$ cat src/rtl/eth_pkg.sv
// eth_pkg: shared definitions for the Ethernet MAC datapath.
//   - tx_state_e  : transmit FSM states
//   - byte/CRC constants used on the wire
//   - crc32_d8()  : one-byte step of the reflected CRC-32 (poly 0xEDB88320)
package eth_pkg;

    typedef enum logic [2:0] {
        StIdle,
        StPre,
        StSfd,
        StPayload,
        StPad,
        StFcs,
        StIfg
    } tx_state_e;

    localparam logic [7:0]  PREAMBLE_BYTE = 8'h55;
    localparam logic [7:0]  SFD_BYTE      = 8'hD5;
    localparam logic [31:0] CRC_POLY      = 32'hEDB88320;
    localparam logic [31:0] CRC_INIT      = 32'hFFFFFFFF;

    // LSB-first shift: the byte enters bit 0 first, matching Ethernet bit order.
    function automatic logic [31:0] crc32_d8(input logic [31:0] crc, input logic [7:0] data);
        logic [31:0] c;
        c = crc ^ {24'h000000, data};
        for (int i = 0; i < 8; i++) begin
            c = c[0] ? ((c >> 1) ^ CRC_POLY) : (c >> 1);
        end
        return c;
    endfunction

endpackage

$ cat src/rtl/eth_crc32_d8.sv
// eth_crc32_d8: registered byte-wide CRC-32 accumulator.
// Ports:
//   clk_i  - clock (posedge)
//   rst_ni - asynchronous active-low reset; register returns to CRC_INIT
//   init_i - load CRC_INIT on the next edge (priority over en_i)
//   en_i   - fold data_i into the CRC on the next edge
//   data_i - byte to fold
//   crc_o  - current (non-inverted) CRC register
module eth_crc32_d8
    import eth_pkg::*;
(
    input  logic        clk_i,
    input  logic        rst_ni,
    input  logic        init_i,
    input  logic        en_i,
    input  logic [7:0]  data_i,
    output logic [31:0] crc_o
);

    logic [31:0] crc_q;
    logic [31:0] crc_d;

    always_comb begin
        crc_d = crc_q;
        if (init_i) begin
            crc_d = CRC_INIT;
        end else if (en_i) begin
            crc_d = crc32_d8(crc_q, data_i);
        end
    end

    always_ff @(posedge clk_i or negedge rst_ni) begin
        if (!rst_ni) begin
            crc_q <= CRC_INIT;
        end else begin
            crc_q <= crc_d;
        end
    end

    assign crc_o = crc_q;

endmodule

$ cat src/rtl/eth_mac_tx.sv
// eth_mac_tx: Ethernet MAC transmitter feeding an 8-bit SDR MAC_TXV/MAC_TXD path.
// Emits preamble, SFD, the upstream frame bytes, optional zero pad and the CRC-32 FCS,
// then holds the inter-frame gap.
// Build option: define ETH_TX_PAD_EN to zero-pad short frames up to MIN_FRAME bytes.
// Ports:
//   MAC_TXC    - transmit clock, posedge
//   MAC_RST_N  - asynchronous active-low reset
//   S_DATA     - upstream frame byte
//   S_VALID    - upstream byte valid; starts a frame when seen in idle
//   S_LAST     - final frame byte marker
//   S_READY    - combinational; high only while streaming the payload
//   MAC_TXV    - registered data valid
//   MAC_TXD    - registered data byte
//   FRAME_DONE - one-cycle pulse in the first idle cycle after the FCS
//   UNDERRUN   - one-cycle pulse when a frame is aborted for lack of data
module eth_mac_tx
    import eth_pkg::*;
#(
    parameter int unsigned PREAMBLE_LEN = 7,
    parameter int unsigned MIN_FRAME    = 60,
    parameter int unsigned IFG_LEN      = 12
) (
    input  logic       MAC_TXC,
    input  logic       MAC_RST_N,
    input  logic [7:0] S_DATA,
    input  logic       S_VALID,
    input  logic       S_LAST,
    output logic       S_READY,
    output logic       MAC_TXV,
    output logic [7:0] MAC_TXD,
    output logic       FRAME_DONE,
    output logic       UNDERRUN
);

    localparam logic [15:0] PreLast  = 16'(PREAMBLE_LEN - 1);
    localparam logic [15:0] IfgLast  = 16'(IFG_LEN - 1);
    localparam logic [11:0] MinFrame = 12'(MIN_FRAME);
    localparam logic [10:0] CntMax   = 11'h7FF;

    tx_state_e   state_q;
    logic [15:0] phase_q;
    logic [10:0] cnt_q;
    logic        txv_q;
    logic [7:0]  txd_q;
    logic        frame_done_q;
    logic        underrun_q;
    logic        done_pend_q;

    logic        crc_init;
    logic        crc_en;
    logic [7:0]  crc_data;
    logic [31:0] crc;
    logic [31:0] fcs;
    logic [10:0] cnt_inc;
    logic [11:0] cnt_next;
    logic        hs;

    assign S_READY  = (state_q == StPayload);
    assign hs       = S_READY & S_VALID;
    assign cnt_inc  = (cnt_q == CntMax) ? cnt_q : cnt_q + 11'd1;
    // Unsaturated count including the byte leaving this cycle; 12 bits so it cannot wrap.
    assign cnt_next = {1'b0, cnt_q} + 12'd1;

    assign crc_init = (state_q == StSfd);
    assign crc_en   = hs || (state_q == StPad);
    assign crc_data = (state_q == StPad) ? 8'h00 : S_DATA;
    assign fcs      = ~crc;

    eth_crc32_d8 u_crc (
        .clk_i  (MAC_TXC),
        .rst_ni (MAC_RST_N),
        .init_i (crc_init),
        .en_i   (crc_en),
        .data_i (crc_data),
        .crc_o  (crc)
    );

    always_ff @(posedge MAC_TXC or negedge MAC_RST_N) begin
        if (!MAC_RST_N) begin
            state_q      <= StIdle;
            phase_q      <= '0;
            cnt_q        <= '0;
            txv_q        <= 1'b0;
            txd_q        <= 8'h00;
            frame_done_q <= 1'b0;
            underrun_q   <= 1'b0;
            done_pend_q  <= 1'b0;
        end else begin
            frame_done_q <= 1'b0;
            underrun_q   <= 1'b0;
            unique case (state_q)
                StIdle: begin
                    txv_q <= 1'b0;
                    txd_q <= 8'h00;
                    if (S_VALID) begin
                        state_q <= StPre;
                        phase_q <= '0;
                    end
                end
                StPre: begin
                    txv_q   <= 1'b1;
                    txd_q   <= PREAMBLE_BYTE;
                    phase_q <= phase_q + 16'd1;
                    if (phase_q == PreLast) begin
                        state_q <= StSfd;
                    end
                end
                StSfd: begin
                    txv_q   <= 1'b1;
                    txd_q   <= SFD_BYTE;
                    cnt_q   <= '0;
                    state_q <= StPayload;
                end
                StPayload: begin
                    if (S_VALID) begin
                        txv_q <= 1'b1;
                        txd_q <= S_DATA;
                        cnt_q <= cnt_inc;
                        if (S_LAST) begin
`ifdef ETH_TX_PAD_EN
                            if (cnt_next < MinFrame) begin
                                state_q <= StPad;
                            end else
`endif
                            begin
                                state_q <= StFcs;
                                phase_q <= '0;
                            end
                        end
                    end else begin
                        // Upstream ran dry mid-frame: drop the frame without an FCS.
                        txv_q       <= 1'b0;
                        txd_q       <= 8'h00;
                        underrun_q  <= 1'b1;
                        done_pend_q <= 1'b0;
                        state_q     <= StIfg;
                        phase_q     <= '0;
                    end
                end
                StPad: begin
                    txv_q <= 1'b1;
                    txd_q <= 8'h00;
                    cnt_q <= cnt_inc;
                    if (cnt_next >= MinFrame) begin
                        state_q <= StFcs;
                        phase_q <= '0;
                    end
                end
                StFcs: begin
                    txv_q   <= 1'b1;
                    txd_q   <= fcs[{phase_q[1:0], 3'b000} +: 8];
                    phase_q <= phase_q + 16'd1;
                    if (phase_q[1:0] == 2'd3) begin
                        state_q     <= StIfg;
                        phase_q     <= '0;
                        done_pend_q <= 1'b1;
                    end
                end
                StIfg: begin
                    txv_q <= 1'b0;
                    txd_q <= 8'h00;
                    // Pulse lands on the first idle cycle after a completed FCS only.
                    frame_done_q <= done_pend_q;
                    done_pend_q  <= 1'b0;
                    phase_q      <= phase_q + 16'd1;
                    if (phase_q == IfgLast) begin
                        state_q <= StIdle;
                    end
                end
                default: begin
                    state_q <= StIdle;
                end
            endcase
        end
    end

    assign MAC_TXV    = txv_q;
    assign MAC_TXD    = txd_q;
    assign FRAME_DONE = frame_done_q;
    assign UNDERRUN   = underrun_q;

endmodule

$ cat config.mk
export PLATFORM = sky130hd
export DESIGN_NAME = eth_mac_tx
export DESIGN_NICKNAME = d
export VERILOG_FILES = /design/src/rtl/eth_pkg.sv /design/src/rtl/eth_crc32_d8.sv /design/src/rtl/eth_mac_tx.sv
export SDC_FILE = /design/constraint.sdc
export NUM_CORES = 1
export LEC_CHECK = 0
export BUFFER_PORTS_ARGS = -buffer_cell sky130_fd_sc_hd__buf_2
export CAP_MARGIN = 20
export CORE_MARGIN = 5
export CORE_UTILIZATION = 30
export CTS_CLUSTER_DIAMETER = 80
export DETAILED_ROUTE_END_ITERATION = 8
export GPL_TIMING_DRIVEN = 0
export HOLD_SLACK_MARGIN = 0.02
export PLACE_DENSITY = 0.55
export SYNTH_ARGS = -nofsm -noshare
export SYNTH_HDL_FRONTEND = slang
export SYNTH_SLANG_ARGS = --single-unit
$ cat constraint.sdc
create_clock -name MAC_TXC -period 3.05 [get_ports MAC_TXC]
set_input_delay 0.61 -clock MAC_TXC [delete_from_list [all_inputs] [get_ports MAC_TXC]]
set_output_delay 0.61 -clock MAC_TXC [all_outputs]
set_load 0.01 [all_outputs]
# [Word level (Yosys, flattened, before mapping)]
# Index checks and enable logic that the tools add are counted.
[word_totals] register_bits=74 inputBits=12 out_inout_bits=12 word_cells=97
[op_classes] addsub=3 magnitude_cmp=1 eq_ne=18 n_shift=1 n_mux=38 bitwise=11 reduce_logical=16
[op_table] op="32-bit 2-to-1 mux" n=10
[op_table] op="13-bit inverter with 14-bit output" n=8
[op_table] op="16-bit 2-to-1 mux" n=5
[op_table] op="16-bit one-hot mux with 5 select lines" n=1
[op_table] op="8-bit one-hot mux with 5 select lines" n=1
[op_table] op="11-bit one-hot mux with 3 select lines" n=1
[op_table] op="32-bit inverter" n=1
[op_table] op="32-bit by 6-bit indexed part select with 8-bit output" n=1
[op_table] op="32-bit by 8-bit bitwise XOR with 32-bit output" n=1
[op_table] op="11-bit 2-to-1 mux" n=2
[op_table] op="3-bit 2-to-1 mux" n=7
[op_table] op="3-bit one-hot mux with 7 select lines" n=1
[op_table] op="16-bit by 1-bit adder with 16-bit output (second input constant)" n=1
[op_table] op="16-bit by 3-bit equality test with 1-bit output (second input constant)" n=1
[op_table] op="16-bit by 4-bit equality test with 1-bit output (second input constant)" n=1
[op_table] op="8-bit 2-to-1 mux" n=2
[op_table] op="11-bit by 1-bit adder with 12-bit output (second input constant)" n=1
[op_table] op="12-bit by 6-bit greater-or-equal comparator with 1-bit output (second input constant)" n=1
[op_table] op="2-bit != test (second input constant)" n=6
[op_table] op="11-bit by 1-bit adder with 11-bit output (second input constant)" n=1
[op_table] op="11-bit equality test (second input constant)" n=1
[op_table] op="5-bit nonzero test" n=2
[op_table] op="3-bit equality test (second input constant)" n=3
[op_table] op="3-bit nonzero test" n=3
[op_table] op="18 further kinds" n=26

# [Depth between registers and ports, before layout]
[logic_depth] depth_word=21 ltp_mapped=10 ltp_nobuf=9

# [Cells and area by module]
# Synthesis repeated with hierarchy kept, for this count alone.
[hier_totals] hier_cells=511 hier_area_um2=4874.7
[modules_own_cells] module="eth_mac_tx" n_inst=1 cells_each=319 area_per_inst_um2=2796.4
[modules_own_cells] module="eth_crc32_d8" n_inst=1 cells_each=192 area_per_inst_um2=2078.2

# [Worst setup path after synthesis]
# No wires, ideal clock.
[synth_timing] path_kind="reg-to-reg" from="register state_q[0]" to="register u_crc.crc_q[20] (netlist: u_crc.crc_o[20])" t_arrival_ps=2234 path_slack_ps=743 path_stages_with_launch=9 n_path_buf=1 period_less_slack_ps=2307 cell_sequence="dfrtp_1 -> or3b_1 -> buf_6 -> nand2_8 -> xor2_4 -> xnor2_1 -> xnor3_2 -> xor2_1 -> a21oi_1"
[synth_via] elab_chain_len=18 word_cells_on_any_way=24 classes_between="3 x eq/ne; 11 x mux; 8 x bitwise; 2 x reduce/logical"
[synth_lines] item="start, declared" line="eth_mac_tx.sv:40" rtl="tx_state_e state_q;"
[synth_lines] item="start signal, assigned" line="eth_mac_tx.sv:80" rtl="state_q <= StIdle;"
[synth_lines] item="start signal, assigned" line="eth_mac_tx.sv:96" rtl="state_q <= StPre;"
[synth_lines] item="start signal, assigned" line="eth_mac_tx.sv:105" rtl="state_q <= StSfd;"
[synth_lines] item="3-bit equality test" line="eth_mac_tx.sv:65, eth_mac_tx.sv:66"
[synth_lines] item="8-bit 2-to-1 mux" line="eth_mac_tx.sv:66" rtl="assign crc_data = (state_q == StPad) ? 8'h00 : S_DATA;"
[synth_lines] item="32-bit by 8-bit bitwise XOR with 32-bit output" line="eth_pkg.sv:25" rtl="c = crc ^ {24'h000000, data};"
[synth_lines] item="32-bit 2-to-1 mux" line="eth_pkg.sv:27" rtl="c = c[0] ? ((c >> 1) ^ CRC_POLY) : (c >> 1);"
[synth_lines] item="13-bit inverter with 14-bit output (no line)"
[synth_lines] item="32-bit 2-to-1 mux (2 in a row)" line="eth_pkg.sv:27"
[synth_lines] item="13-bit inverter with 14-bit output (no line)"
[synth_lines] item="32-bit 2-to-1 mux" line="eth_pkg.sv:27"
[synth_lines] item="13-bit inverter with 14-bit output (no line)"
[synth_lines] item="32-bit 2-to-1 mux (2 in a row)" line="eth_pkg.sv:27"
[synth_lines] item="13-bit inverter with 14-bit output (no line)"
[synth_lines] item="32-bit 2-to-1 mux" line="eth_pkg.sv:27"
[synth_lines] item="13-bit inverter with 14-bit output (no line)"
[synth_lines] item="32-bit 2-to-1 mux" line="eth_pkg.sv:27"
[synth_lines] item="32-bit 2-to-1 mux" line="eth_crc32_d8.sv:27" rtl="end else if (en_i) begin"
[synth_lines] item="32-bit 2-to-1 mux" line="eth_crc32_d8.sv:25" rtl="if (init_i) begin"
[synth_lines] item="end signal, assigned" line="eth_crc32_d8.sv:36" rtl="crc_q <= crc_d;"
[synth_lines] item="end, declared" line="eth_crc32_d8.sv:20" rtl="logic [31:0] crc_q;"
# Several ways; a longest one is shown, not always the timed one. The select of a mux whose other input is x is not followed.
# A chain may end at the register's enable or synchronous reset.

# [Final worst setup path]
[layout_timing] from="register cnt_q[0]" to="register phase_q[7]"
[layout_via] elab_chain_len=4
[layout_lines] item="start, declared" line="eth_mac_tx.sv:42" rtl="logic [10:0] cnt_q;"
[layout_lines] item="start signal, assigned" line="eth_mac_tx.sv:118" rtl="cnt_q <= cnt_inc;"
[layout_lines] item="start signal, assigned" line="eth_mac_tx.sv:143" rtl="cnt_q <= cnt_inc;"
[layout_lines] item="11-bit by 1-bit adder with 12-bit output" line="eth_mac_tx.sv:62" rtl="assign cnt_next = {1'b0, cnt_q} + 12'd1;"
[layout_lines] item="12-bit by 6-bit greater-or-equal comparator with 1-bit output" line="eth_mac_tx.sv:144" rtl="if (cnt_next >= MinFrame) begin"
[layout_lines] item="2-bit by 1-bit != test with 1-bit output (no line)"
[layout_lines] item="4-bit AND reduction (no line)"
[layout_lines] item="end signal, assigned" line="eth_mac_tx.sv:103" rtl="phase_q <= phase_q + 16'd1;"
[layout_lines] item="end signal, assigned" line="eth_mac_tx.sv:152" rtl="phase_q <= phase_q + 16'd1;"
[layout_lines] item="end signal, assigned" line="eth_mac_tx.sv:165" rtl="phase_q <= phase_q + 16'd1;"
[layout_lines] item="end, declared" line="eth_mac_tx.sv:41" rtl="logic [15:0] phase_q;"
# No other way between the ends.

==> results.sh <==
export IMPL_cellPowerDensity_nw_per_um2=777
export IMPL_netlist_instances=501
export IMPL_antenna_found_initial=0
export IMPL_design_die_area_um2=18300
export IMPL_finalSetupViolCount=0
export IMPL_synth_sequential_area_ratio=0.402
export IMPL_report_final_hold_viol_count=0
export IMPL_ir_drop_uv=319
export IMPL_synth_async_sr_flop_share=1.00
export IMPL_cts_repair_timing_setup_buffer_count=0
export IMPL_cts_made_buffers=9
export IMPL_synthToLayoutAreaGrowth_pct=16.8
export IMPL_core_area_um2=15300
export IMPL_postSynthAreaPerCell_um2=9.39
export IMPL_cts_clk_slew_worst_paths_ps=60
export IMPL_drive_above_1_share=0.183
export IMPL_final_core_util=0.359
export IMPL_dominant_combinational_cell_family_by_area_after_synthesis="compound AO/OA/AOI/OAI gates"
export IMPL_placementRows=45
export IMPL_num_antenna_cells=0
export IMPL_min_period_over_period=0.909
export IMPL_drt_initial_drc_count=377
export IMPL_cts_hold_buffers_added=0
export IMPL_crit_path_cell_trace="ha_1 -> nand3_1 -> nor4_2 -> xnor2_1 -> nand2_1 -> a211oi_1 -> a211oi_2 -> buf_2 -> a31oi_1"
export IMPL_crit_path_max_fanout=10
export IMPL_remaining_drc_errors=0
export IMPL_track_usage=0.142
export IMPL_timing_worst_slew_pin_value_ps=841
export IMPL_clockBufferDepth=2
export IMPL_fraction_of_the_mapped_netlist_area_in_compound_gates=0.180
export IMPL_yosys_area_share_simple=0.158
export IMPL_timing_max_slew_rel_slack=0.439
export IMPL_place_gp_congestion=0.894
export IMPL_wl_per_cell_um=16.7
export IMPL_cp_data_arrival_time_ps=3030
export IMPL_critPathLaunchType="register"
export IMPL_totalNegativeSetupSlack_ps=0
export IMPL_p_leak_nw=2.11
export IMPL_crit_end_element="register"
export IMPL_edff_count_synth=0
export IMPL_postSynth_topFlopCell="sky130_fd_sc_hd__dfrtp_1"
export IMPL_outcome="finished, final reports clean"
export IMPL_multiInputGateArea_um2=2660
export IMPL_reg2reg_slack_ps=280
export IMPL_largest_net_degree_at_the_start_of_global_routing=57
export IMPL_grt_first_pass_wirelength_um=20200
export IMPL_design_area_um2=5490
export IMPL_first_pass_iters=5
export IMPL_ctsRootBufferMaster="sky130_fd_sc_hd__clkbuf_16"
export IMPL_layout_area_seq_um2=1890
export IMPL_finalPower_mw=4.27
export IMPL_cts_resized=0
export IMPL_placement_stage_cell_area_um2=5110
export IMPL_final_nets=552
export IMPL_cp_required_ps=3310
export IMPL_critical_path_slowest_cell="sky130_fd_sc_hd__a211oi_1"
export IMPL_floorplan_die_height_um=135
export IMPL_final_critical_path_setup_slack_ps=278
export IMPL_hold_path_class="in2async"
export IMPL_synth_xor_area_frac=0.174
export IMPL_placement_io_buffers=23
export IMPL_wl_um=12600
export IMPL_synthDistinctLibCells=58
export IMPL_fmax_mhz=361
export IMPL_grt_remaining_overflow=0
export IMPL_synth_warning_count=0
export IMPL_tritoncts_num_sinks=74
export IMPL_mostFrequentLayoutCells="sky130_fd_sc_hd__nor2_1, sky130_fd_sc_hd__a21oi_1, sky130_fd_sc_hd__dfrtp_1"
export IMPL_path_class="reg2reg"
export IMPL_mappedNetlistArea_um2=4700
export IMPL_mostFrequentLayoutCell="sky130_fd_sc_hd__nor2_1"
export IMPL_syn_nets=517
export IMPL_detail_route_vias_per_cell=5.13
export IMPL_yosys_register_bits=74
export IMPL_fin_worst_skew_ps=9.48
export IMPL_worstSkewPairLatency_ps=340
export IMPL_maxSlewViolCount=0
export IMPL_dp_hpwl_um=9050
export IMPL_finalWorstPathRequiredPeriod_ps=2770
export IMPL_dp_worst_setup_slack_ps=310
export IMPL_cts_htree_levels=3
export IMPL_route_antenna_remaining_nets=0
export IMPL_layoutNonFillerInstCount=752
export IMPL_vias=3859
export IMPL_synthAdderAreaFrac=0.0106
export IMPL_max_cap_violations=0
export IMPL_first_global_vias=3745
export IMPL_dpl_cell_count=736
export IMPL_grt_setup_unrepaired="no"
export IMPL_num_io_pins=24
export IMPL_layout_filler_cells=1573
export IMPL_tritoncts="built"
export IMPL_cpLargestDelayFamily="compound AO/OA/AOI/OAI gates"
export IMPL_slowest_delay_ps=440
export IMPL_initial_core_util=0.307
export IMPL_fin_hold_ws_ps=148
export IMPL_floorplan_die_width_um=135
export IMPL_path_buf_inv=1
export IMPL_synth_area_mux_share=0.0428
## layer usage
layer / vias up / part of all wire / GRT usage
li1: 1839 / - / -
met2: 107 / 0.46 / 0.220
met3: 24 / 0.048 / 0.0345
met5: - / 0 / 0
met1: 1889 / 0.47 / 0.193
met4: 0 / 0.021 / 0.0487
## cell families after synthesis
group / after synthesis
adders and majority gates: 4
muxes: 10
xor gates and xnor gates: 80
and+or+nand+nor: 158
buffers and inverters: 37
DFF: 74
AOI/OAI and AO/OA: 138
## worst paths after layout
check                            from              end  cells past startpoint
setup / recovery             cnt_q[0]       phase_q[7]                      9
hold / removal              MAC_RST_N       MAC_TXD[1]                      1
min in group MAC_TXC       MAC_TXD[1]       MAC_TXD[1]                      2
hold reg to reg            MAC_TXD[1]       MAC_TXD[1]                      2
max in group asynchronous   MAC_RST_N  u_crc.crc_o[22]                      2
setup reg to reg             cnt_q[0]       phase_q[7]                      9
## cell type report
cell class	instances	share of cell area
tap	211	0.0481
buffer	21	0.0166
multi-input combinational	390	0.484
clock buffer	11	0.0424
timing repair buffer	24	0.0264
clock inverter	5	0.0273
sequential	74	0.344
inverter	16	0.0109
## cell usage after synthesis, drive strengths merged, types with 5 or more instances
master | count | area (µm²)
nand2 | 43 | 180
a31oi | 9 | 56.3
nor4 | 5 | 37.5
and3 | 10 | 62.6
a21oi | 51 | 255
nor2 | 61 | 229
dfstp | 32 | 841
a22oi | 5 | 37.5
inv | 16 | 60.1
xor2 | 34 | 362
mux4 | 8 | 180
a41oi | 5 | 43.8
a211oi | 7 | 57.6
nand3 | 15 | 75.1
xnor2 | 45 | 432
nor3 | 5 | 25.0
clkbuf | 17 | 63.8
dfrtp | 42 | 1050
o21ai | 35 | 175
## flip-flops by register name, indices dropped and copies added (netlist names)
signal	cells
phase_q	16
u_crc.crc_o	32
state_q	3
UNDERRUN	1
FRAME_DONE	1
cnt_q	11
MAC_TXD	8
done_pend_q	1
MAC_TXV	1
## power breakdown
part	leakage (nW)	switching (mW)	internal (mW)	total [mW]
Sequential	0.897	0.102	1.12	1.22
Combinational	1.03	1.02	0.630	1.65
Clock	0.184	0.431	0.966	1.40
Note: power is estimated with default switching activity, not from simulation.
